`config.mk`:
```
export PLATFORM = sky130hd
export DESIGN_NAME = tx_burst_bit_counter
export DESIGN_NICKNAME = d
export VERILOG_FILES = /design/src/rtl/tx_burst_bit_counter.sv
export SDC_FILE = /design/constraint.sdc
export NUM_CORES = 1
export LEC_CHECK = 0
export CORE_ASPECT_RATIO = 1.75
export CORE_UTILIZATION = 30
export DETAILED_ROUTE_END_ITERATION = 6
export MAX_ROUTING_LAYER = met4
export PLACE_DENSITY = 0.65
export RECOVER_POWER = 25
export SYNTH_ARGS = -nofsm -noshare
export SYNTH_HDL_FRONTEND = slang
export SYNTH_SLANG_ARGS = --single-unit
export TNS_END_PERCENT = 20
```
`constraint.sdc`:
```
create_clock -name clk -period 2.35 [get_ports clk]
set_clock_uncertainty 0.1 [all_clocks]
set_input_delay 0.235 -clock clk [delete_from_list [all_inputs] [get_ports clk]]
set_output_delay 0.235 -clock clk [all_outputs]
set_load 0.03 [all_outputs]
```
`src/rtl/tx_burst_bit_counter.sv`:
```
// tx_burst_bit_counter: transmit bit/beat counter for the I2C master datapath.
// Tracks the bit index within a beat (MSB first) and the beats left in a burst,
// validates the burst/size request and reports last-bit/last-beat/done/err.
// Optional macro TXCNT_PAUSE_EN adds a pause input and a paused output.
// Parameter sets must satisfy MAX_SIZE*8 <= 2**BIT_W.
module tx_burst_bit_counter #(
    parameter int BURST_W  = 7,
    parameter int SIZE_W   = 4,
    parameter int MAX_SIZE = 4,
    parameter int BIT_W    = 5
) (
    input  logic               clk,
    input  logic               rst_n,
    input  logic               load,
    input  logic               dec,
    input  logic [BURST_W-1:0] burst,
    input  logic [SIZE_W-1:0]  size,
`ifdef TXCNT_PAUSE_EN
    input  logic               pause,
`endif
    output logic [BIT_W-1:0]   bit_cnt,
    output logic [BURST_W-1:0] beat_cnt,
    output logic               busy,
    output logic               last_bit,
    output logic               last_beat,
    output logic               done,
    output logic               err
`ifdef TXCNT_PAUSE_EN
    ,
    output logic               paused
`endif
);

    typedef enum logic [1:0] {IDLE, RUN, ERR} state_t;

    state_t             state_q, state_d;
    logic [BIT_W-1:0]   bit_cnt_q, bit_cnt_d;
    logic [BURST_W-1:0] beat_cnt_q, beat_cnt_d;
    logic [SIZE_W-1:0]  size_q, size_d;
    logic               done_q, done_d;
    logic               err_q, err_d;

    logic burst_ok, size_ok, step;

    // Index of the first (MSB) bit of a beat: size*8-1, kept at BIT_W bits.
    function automatic logic [BIT_W-1:0] top_bit(input logic [SIZE_W-1:0] s);
        return BIT_W'((32'(s) << 3) - 32'd1);
    endfunction

    // Request legality: burst a nonzero power of two within range, size 1/2/4 and <= MAX_SIZE.
    always_comb begin
        burst_ok = (burst != '0) && ((burst & (burst - BURST_W'(1))) == '0)
                   && (32'(burst) <= (32'd1 << (BURST_W - 1)));
        size_ok  = ((size == SIZE_W'(1)) || (size == SIZE_W'(2)) || (size == SIZE_W'(4)))
                   && (32'(size) <= MAX_SIZE);
    end

    // A bit is consumed only when dec is high and (optionally) not paused.
`ifdef TXCNT_PAUSE_EN
    assign step = dec && !pause;
`else
    assign step = dec;
`endif

    // Next-state: load wins over everything; otherwise RUN consumes one bit per step.
    always_comb begin
        state_d    = state_q;
        bit_cnt_d  = bit_cnt_q;
        beat_cnt_d = beat_cnt_q;
        size_d     = size_q;
        done_d     = 1'b0;
        err_d      = err_q;
        if (load) begin
            if (burst_ok && size_ok) begin
                state_d    = RUN;
                beat_cnt_d = burst;
                bit_cnt_d  = top_bit(size);
                size_d     = size;
                err_d      = 1'b0;
            end else begin
                state_d    = ERR;
                beat_cnt_d = '0;
                bit_cnt_d  = '0;
                size_d     = '0;
                err_d      = 1'b1;
            end
        end else if (state_q == RUN && step) begin
            if (bit_cnt_q != '0) begin
                bit_cnt_d = bit_cnt_q - BIT_W'(1);
            end else if (beat_cnt_q > BURST_W'(1)) begin
                beat_cnt_d = beat_cnt_q - BURST_W'(1);
                bit_cnt_d  = top_bit(size_q);
            end else begin
                beat_cnt_d = '0;
                bit_cnt_d  = '0;
                done_d     = 1'b1;
                state_d    = IDLE;
            end
        end
    end

    // State and counter registers; async reset clears everything, no done on reset.
    always_ff @(posedge clk or negedge rst_n) begin
        if (!rst_n) begin
            state_q    <= IDLE;
            bit_cnt_q  <= '0;
            beat_cnt_q <= '0;
            size_q     <= '0;
            done_q     <= 1'b0;
            err_q      <= 1'b0;
        end else begin
            state_q    <= state_d;
            bit_cnt_q  <= bit_cnt_d;
            beat_cnt_q <= beat_cnt_d;
            size_q     <= size_d;
            done_q     <= done_d;
            err_q      <= err_d;
        end
    end

    assign bit_cnt   = bit_cnt_q;
    assign beat_cnt  = beat_cnt_q;
    assign busy      = (state_q == RUN);
    assign last_bit  = busy && (bit_cnt_q == '0);
    assign last_beat = busy && (beat_cnt_q == BURST_W'(1));
    assign done      = done_q;
    assign err       = err_q;
`ifdef TXCNT_PAUSE_EN
    assign paused    = busy && pause;
`endif

endmodule

```
; Word level (Yosys, flattened, before mapping)
; Index checks and enable logic that the tools add are counted.
[totals]
reg_bits = 18
input_bits = 15
output_inout_bits = 17
wordCells = 59
[op_classes]
add_sub_neg = 5
magnitude_cmp = 3
n_eq_ne = 7
n_mux = 21
bitwise_logic = 1
n_reduce_logical = 16
[op_table]
columns = cell, n
row1 = $mux W7, 5
row2 = $mux W5, 5
row3 = $sub A5 B1 Y5 const B, 3
row4 = $sub A7 B1 Y7 const B, 2
row5 = $mux W2, 6
row6 = $and A7 B7 Y7, 1
row7 = $eq A7 B1 Y1 const B, 1
row8 = $gt A7 B1 Y1 const B, 1
row9 = $le A7 B7 Y1 const B, 1
row10 = $logic_and A1 B1 Y1, 7
row11 = $logic_not A7 Y1, 1
row12 = $reduce_bool A7 Y1, 1
row13 = $logic_not A5 Y1, 1
row14 = $mux W1, 5
row15 = $reduce_bool A5 Y1, 1
row16 = $eq A4 B1 Y1 const B, 1
row17 = $eq A4 B2 Y1 const B, 1
row18 = $eq A4 B3 Y1 const B, 1
row19 = $le A4 B3 Y1 const B, 1
row20 = $ne A2 B2 Y1 const B, 2
row21 = $reduce_and A3 Y1, 1
row22 = $eq A2 B1 Y1 const B, 1
row23 = $logic_or A1 B1 Y1, 2
row24 = $reduce_and A2 Y1, 1
row25 = $reduce_bool A2 Y1, 1

; Longest topological paths before layout
; Gate-level depths: netlist (run 1).
[depth]
word_depth = 8
depth_mapped = 8
mapped_depth_nobuf = 6

; Worst setup path before layout (run 1)
; No wires, ideal clock.
[synth_path]
kind = register -> register
from = register bit_cnt_q[0] (netlist: bit_cnt[0])
to = register done_q (netlist: done)
setup_time_ps = 74
arrival_time_ps = 1953
required_ps = 2176
setup_slack_ps = 223
path_stages_with_launch = 7
path_buffers = 0
period_less_slack_ps = 2127
cell_sequence = dfrtp_1 -> inv_1 -> ha_1 -> or4b_4 -> nor3_2 -> nand3_1 -> nor2_1
[synth_via]
elab_chain_cells = 4
[synth_rtl]
columns = item, line
row1 = start: declaration, 37  ; logic [BIT_W-1:0] bit_cnt_q, bit_cnt_d;
row2 = start signal: assignment, 113  ; bit_cnt_q <= bit_cnt_d;
row3 = $reduce_bool A5 Y1, 88  ; if (bit_cnt_q != '0) begin
row4 = $mux W1, 88
row5 = $mux W1, 87  ; end else if (state_q == RUN && step) begin
row6 = $mux W1, 73  ; if (load) begin
row7 = via done_d, 40  ; logic done_q, done_d;
row8 = end signal: assignment, 116  ; done_q <= done_d;
row9 = end: declaration, 40
; The timed path passes the listed nets, and every way through them passes these cells.
; A chain may end at the register's enable or synchronous reset.

; Worst setup path in the final report (run 1)
[layout_path]
from = register beat_cnt_q[5] (netlist: beat_cnt[5])
to = output port last_beat
[layout_via]
elab_chain_cells = 2
[layout_rtl]
columns = item, line
row1 = start: declaration, 38  ; logic [BURST_W-1:0] beat_cnt_q, beat_cnt_d;
row2 = start signal: assignment, 114  ; beat_cnt_q <= beat_cnt_d;
row3 = $eq A7 B1 Y1, 125  ; assign last_beat = busy && (beat_cnt_q == BURST_W'(1));
row4 = $logic_and A1 B1 Y1, 125
row5 = end: declaration, 25  ; output logic last_beat,
; Every way passes these cells.

==> results of run 1 <==
## cells in the final DEF (no fill, tap or decap), types with 3 or more instances in the layout
cell type	n
sky130_fd_sc_hd__clkdlybuf4s50_1	29
sky130_fd_sc_hd__dfrtp_1	18
sky130_fd_sc_hd__inv_1	16
sky130_fd_sc_hd__nor2_1	11
sky130_fd_sc_hd__nand4_1	7
sky130_fd_sc_hd__buf_4	7
sky130_fd_sc_hd__ha_1	6
sky130_fd_sc_hd__nand3_1	5
sky130_fd_sc_hd__o21ai_0	4
sky130_fd_sc_hd__clkbuf_8	4
sky130_fd_sc_hd__nand3b_1	3
sky130_fd_sc_hd__nand2_1	3
sky130_fd_sc_hd__nor3_1	3
sky130_fd_sc_hd__a21oi_1	3
sky130_fd_sc_hd__o22ai_1	3
sky130_fd_sc_hd__o211ai_1	3
## state kept, by name (all words and copies together) (netlist names)
signal,flops
beat_cnt,7
bit_cnt,5
done,1
err,1
size_q,2
state_q,2
## worst register-to-register path, stage by stage, from the launching register on
cell,delay [ps]
sky130_fd_sc_hd__dfrtp_1,440
sky130_fd_sc_hd__inv_1,80
sky130_fd_sc_hd__ha_1,180
sky130_fd_sc_hd__or4b_4,550
sky130_fd_sc_hd__nor2_4,210
sky130_fd_sc_hd__a41o_1,220
sky130_fd_sc_hd__a211oi_2,60
## logic make-up (layout without fill, tap and decap cells)
logic type                 count (synthesis)  in the layout
muxes                                      1              1
DFF                                       18             18
and+or+nand+nor                           50             50
xor gates and xnor gates                   3              3
buffers and inverters                     19             58
AOI/OAI and AO/OA                         40             40
adders and majority gates                  6              6
## worst paths after layout
kind,from,endpoint,slack [ps]
worst max-delay path,beat_cnt[5],last_beat,100
worst min-delay path,err,err,420
worst max register to register,bit_cnt[0],beat_cnt[6],410
worst min register to register,err,err,420
max in group asynchronous,rst_n,bit_cnt[0],990
min in group asynchronous,rst_n,bit_cnt[1],560
## final cells by class
| type | instances | area (sq um) | share of cell area [%] |
|---|---|---|---|
| clock buffers | 4 | 55.1 | 3.17 |
| repair buffers | 38 | 357 | 20.5 |
| inverters | 16 | 60.1 | 3.45 |
| multi-input cells | 100 | 756 | 43.5 |
| well taps | 49 | 61.3 | 3.53 |
| flip-flops and latches | 18 | 450 | 25.9 |
## power by group through the flow
stage	Clock [uW]	Sequential, uW	Combinational (uW)
after detailed placement	0	349	205
after global placement	0	348	204
after floorplan	0	368	91.6
after global routing	272	345	223
final	254	343	205
after CTS	258	343	206
## per-layer routing
metal	vias to the layer above	share of wire, %
li1	602	-
met4	0	2.3
met3	6	3.0
met5	-	0
met1	596	43
met2	28	52
## metrics by stage
stage               setup WS [ps]  std cells  hold WS, ps  power [uW]  area (sq um)
finish                       98.8        225          417         802          1740
global placement              118        221          379         552          1690
detailed placement           6.18        221          401         554          1690
floorplan                     223        137         -161         460          1280
global route                 39.6        225          434         839          1740
CTS                          86.8        225          227         807          1740
==> impl_metrics.ini, run 1 <==
[outcome]
run_status = complete, no violations

[setup_path]
crit_path_max_fanout = 4
worst_path_max_delay_cell = sky130_fd_sc_hd__clkdlybuf4s50_1
reg2reg_depth = 6
crit_cells = 3
critPathKind = flop to output port
critical_path.startpoint_type = flop
critical_path_at_ps = 1920
worst-path-buf-inv = 1
timing.critical_path.cells = nor4_4, and4b_1, clkdlybuf4s50_1
setup.worst_path.end_class = output port
critical_path_s_top_delay_family = buffers and inverters
required_ps = 2020
critical-path-max-stage-delay_ps = 660

[global_route]
grt_util_met3_pct = 1.03
grt_start_max_net_pins = 19
grt_pass1_vias = 1148
grt.overflow.total = 0
global_route.usage.total_pct = 16.4
grt_use_met1_pct = 18.9
groute.layer.met2.usage_pct = 28.9
grt_first_pass_wirelength_um = 5540
grt_antenna_before_repair = 0
grt_busiest_layer = met2

[min_path]
min_delay_path_depth = 1
min_path_type = flop to flop

[sta]
rsz0062_at_grt = false
report.final.slew_viol_count = 0
final_count_of_hold_timing_violations = 0
fin_crit_ps = 2250
timing.final.crit_share_pct = 95.8
maximum_frequency_from_static_timing_analysis_mhz = 444
setup_viol_count_final = 0
tns_ps = 0
slew_headroom_pct = 34.1
worstMarginPinSlew_ps = 989

[cells_and_area]
drive_gt1_share_pct = 11.9
fin_util_pct = 42.3
layout.filler_cells = 441
area_growth_pct = 35.9
diode_count = 0
design.final.nets = 198

[logic_synthesis]
synth_async_sr_flop_share_pct = 100
mappedNetlistNets = 158
synth_compound_area_share_pct = 24.5
yosysTopAreaCell = sky130_fd_sc_hd__dfrtp_1
synth_cell_types = 54
synth_area_per_cell_sq_um = 9.34
synth_simple_gate_area_share_pct = 25.7
synth.cells.most_frequent = sky130_fd_sc_hd__dfrtp_1, sky130_fd_sc_hd__inv_1, sky130_fd_sc_hd__nor2_1, sky130_fd_sc_hd__nand4_1, sky130_fd_sc_hd__ha_1
synthAdderAreaFrac_pct = 5.87
ys.warnings.count = 0
synthXorXnorAreaFrac_pct = 2.05
ys_top_cells_by_area = sky130_fd_sc_hd__dfrtp_1, sky130_fd_sc_hd__ha_1, sky130_fd_sc_hd__inv_1
synth_top_family_by_area = simple AND/OR/NAND/NOR gates
synth_cells = 137
portion_of_the_post_synthesis_area_used_by_sequential_elements_pct = 35.2
post-synth-top-count-cell = sky130_fd_sc_hd__dfrtp_1
synth_top_area_share_pct = 35.2
synth-edff-count = 0
mappedNetlistArea_sq_um = 1280
synth-main-ff-cell = sky130_fd_sc_hd__dfrtp_1
synth-seq-cells = 18
synth.area.mux_share_pct = 0.880

[detailed_routing]
drt-initial-drc-count = 23
detail_route.wl_per_cell_um = 14.8
drt_pass1_iterations = 4
totalWireLength_um = 3330
via_to_cell_ratio = 5.48
detail_route.drc_violations = 0
detailroute.via_count = 1232
final_antenna_net_count = 0

[die]
coreArea_sq_um = 4110
io_pins = 32
die_area_sq_um = 4540
die_height_um = 88.4
rows = 31
initial_cell_density_of_the_core_pct = 31.1
die_width_um = 51.4

[clock_network]
cts.clk_slew.worst_paths_ps = 70
cts_hold_buffers = 0
cts.repair.resized = 0
cts_inserted_buffers = 3
ctsRootBufferMaster = sky130_fd_sc_hd__clkbuf_8
htreeDepth = 1
clock_tree.buffer_depth = 2
latest_clock_arrival_within_the_worst_skew_pair_ps = 250
cts_num_sinks = 18
post-cts-setup-buffers = 0
cts_tree = done

[place]
port_buffers = 31
place_hpwl_um = 2550
globalplace.congestion = 0.879

[pwr]
p_switching_uw = 237
p_clk_share_pct = 31.7
maximum_vdd_drop_mv = 0.243
power_density_nw_per_um2 = 461
sequentialPowerShare_pct = 42.8
comb_power_share_pct = 25.5
cell_internal_pwr_uw = 565
power.share.switching_pct = 29.6
cell_leakage_power_uw = 0.000730

[flow_run]
max_cap_violations = 0
Power figures use the tool's default switching activity.
==> inputs of run 2 (changes only) <==
==> constraint.sdc (replaced) <==
create_clock -name clk -period 2.35 [get_ports clk]
set_clock_uncertainty 0.1 [all_clocks]
set_input_delay 0.3525 -clock clk [delete_from_list [all_inputs] [get_ports clk]]
set_output_delay 0.3525 -clock clk [all_outputs]
set_load 0.03 [all_outputs]
==> run 2 against run 1 <==
Against the previous run:
- cell count fell by 0.44%
- utilization fell by 0.21 points
- worst hold slack improved by 11 ps
- non-clock buffer count did not move
==> impl_metrics.ini, run 2 (same netlist as run 1, synthesis figures left out) <==
[die]
initial_cell_density_of_the_core_pct = 31.1
die_height_um = 88.4
coreArea_sq_um = 4110
die_area_sq_um = 4540
io_pins = 32
rows = 31
die_width_um = 51.4

[outcome]
run_status = complete, no violations

[detailed_routing]
final_antenna_net_count = 0
drt_pass1_iterations = 4
via_to_cell_ratio = 5.61
detailroute.via_count = 1257
totalWireLength_um = 3510
detail_route.wl_per_cell_um = 15.7
drt-initial-drc-count = 49
detail_route.drc_violations = 0

[pwr]
power_density_nw_per_um2 = 447
cell_leakage_power_uw = 0.000733
post-layout-total-power_uw = 773
maximum_vdd_drop_mv = 0.180

[clock_network]
cts_tree = done
htreeDepth = 1
cts_inserted_buffers = 3
cts_num_sinks = 18
clock_tree.buffer_depth = 2
cts.clk_slew.worst_paths_ps = 70
latest_clock_arrival_within_the_worst_skew_pair_ps = 260
cts_hold_buffers = 0
ctsRootBufferMaster = sky130_fd_sc_hd__clkbuf_8

[cells_and_area]
layout.filler_cells = 432
area_growth_pct = 35.2
drive_gt1_share_pct = 11.4
layout_common_cells = sky130_fd_sc_hd__clkdlybuf4s50_1, sky130_fd_sc_hd__dfrtp_1, sky130_fd_sc_hd__inv_1, sky130_fd_sc_hd__nor2_1
diode_count = 0
design.final.nets = 198
mostFrequentLayoutCell = sky130_fd_sc_hd__clkdlybuf4s50_1
largest_reg_flops = 7
stdcell_count = 224

[sta]
tns_ps = 0
worstMarginPinSlew_ps = 1000
setup_viol_count_final = 0
timing.hold.ws_ps = 428
report.final.slew_viol_count = 0
worst_slack_ps = 84.1
final_count_of_hold_timing_violations = 0
timing.final.crit_share_pct = 96.4
fin_crit_ps = 2270
slew_headroom_pct = 33.1
maximum_frequency_from_static_timing_analysis_mhz = 441

[flow_run]
max_cap_violations = 0

[place]
cell_count_after_placement = 220
place_worst_setup_slack_ps = 126
globalplace.congestion = 0.818
port_buffers = 31
place_hpwl_um = 2750

[global_route]
grt_antenna_before_repair = 0
global_route.usage.total_pct = 17.3
grt_pass1_vias = 1210
grt_start_max_net_pins = 19
grt.overflow.total = 0
grt_first_pass_wirelength_um = 5820

[setup_path]
critical_path_at_ps = 1810
critPathKind = flop to output port
timing.critical_path.cells = inv_1, ha_1, or4b_4, nor3_4, buf_4
critical_path_s_top_delay_family = simple AND/OR/NAND/NOR gates
crit_path_max_fanout = 6
critical_path.startpoint_type = flop
worst-path-buf-inv = 2
required_ps = 1900
critical-path-max-stage-delay_ps = 520
worst_path_max_delay_cell = sky130_fd_sc_hd__or4b_4
worst-r2r-setup-slack_ps = 250
setup.worst_path.end_class = output port

[min_path]
min_path_type = flop to flop
==> run 2: final timing paths <==
check,from,end,depth (start not counted)
max in group asynchronous,rst_n,beat_cnt[3],2
max,bit_cnt[0],last_bit,5
min in group asynchronous,rst_n,bit_cnt[2],2
min,size_q[1],size_q[1],1
max reg2reg,bit_cnt[0],beat_cnt[5],7
min reg2reg,size_q[1],size_q[1],1
==> run 2: timing repair <==
| item | in CTS | in global routing |
|---|---|---|
| setup buffers | 0 | 1 |
| resized for setup | 1 | 1 |
| setup endpoints to repair | 1 | 1 |
| cloned | 0 | 0 |
==> run 2: routing by layer <==
| metal | part of all wire (%) | vias up | GRT usage, % |
|---|---|---|---|
| met3 | 2.9 | 11 | 0.859 |
| li1 | - | 603 | - |
| met1 | 40 | 602 | 20.1 |
| met2 | 54 | 41 | 28.9 |
| met5 | 0 | - | - |
| met4 | 3.7 | 0 | 9.83 |
==> run 2: cell type report <==
type                    instances  area, sq um  area share (%)
clock buffers                   3         41.3            2.39
well taps                      49         61.3            3.54
inverters                      16         60.1            3.47
flip-flops and latches         18          450            26.0
repair buffers                 38          355            20.5
multi-input cells             100          762            44.0
==> run 2: worst register-to-register path, delay by kind of cell, from the launching register on <==
kind,cells,cell delay (ps)
buffers and inverters,2,280
AND/OR/NAND/NOR,2,700
adder cells (fa/ha/maj),1,170
AO/OA/AOI/OAI,2,270
flip-flops,1,440
==> run 2: stage by stage <==
| stage | utilization (%) | cell area [sq um] |
|---|---|---|
| floorplan | - | 1280 |
| global placement | 40.9 | 1680 |
| detailed placement | 40.9 | 1680 |
| CTS | 41.8 | 1720 |
| global route | 42.1 | 1730 |
| finish | 42.1 | 1730 |
==> run 2: power by group <==
group | internal (uW) | total (uW) | leakage (uW) | switching [uW]
logic | 95.4 | 209 | 0.000474 | 114
registers | 322 | 343 | 0.000237 | 21.3
clock network | 114 | 220 | 0.0000216 | 106
total | 531 | 773 | 0.000733 | 242
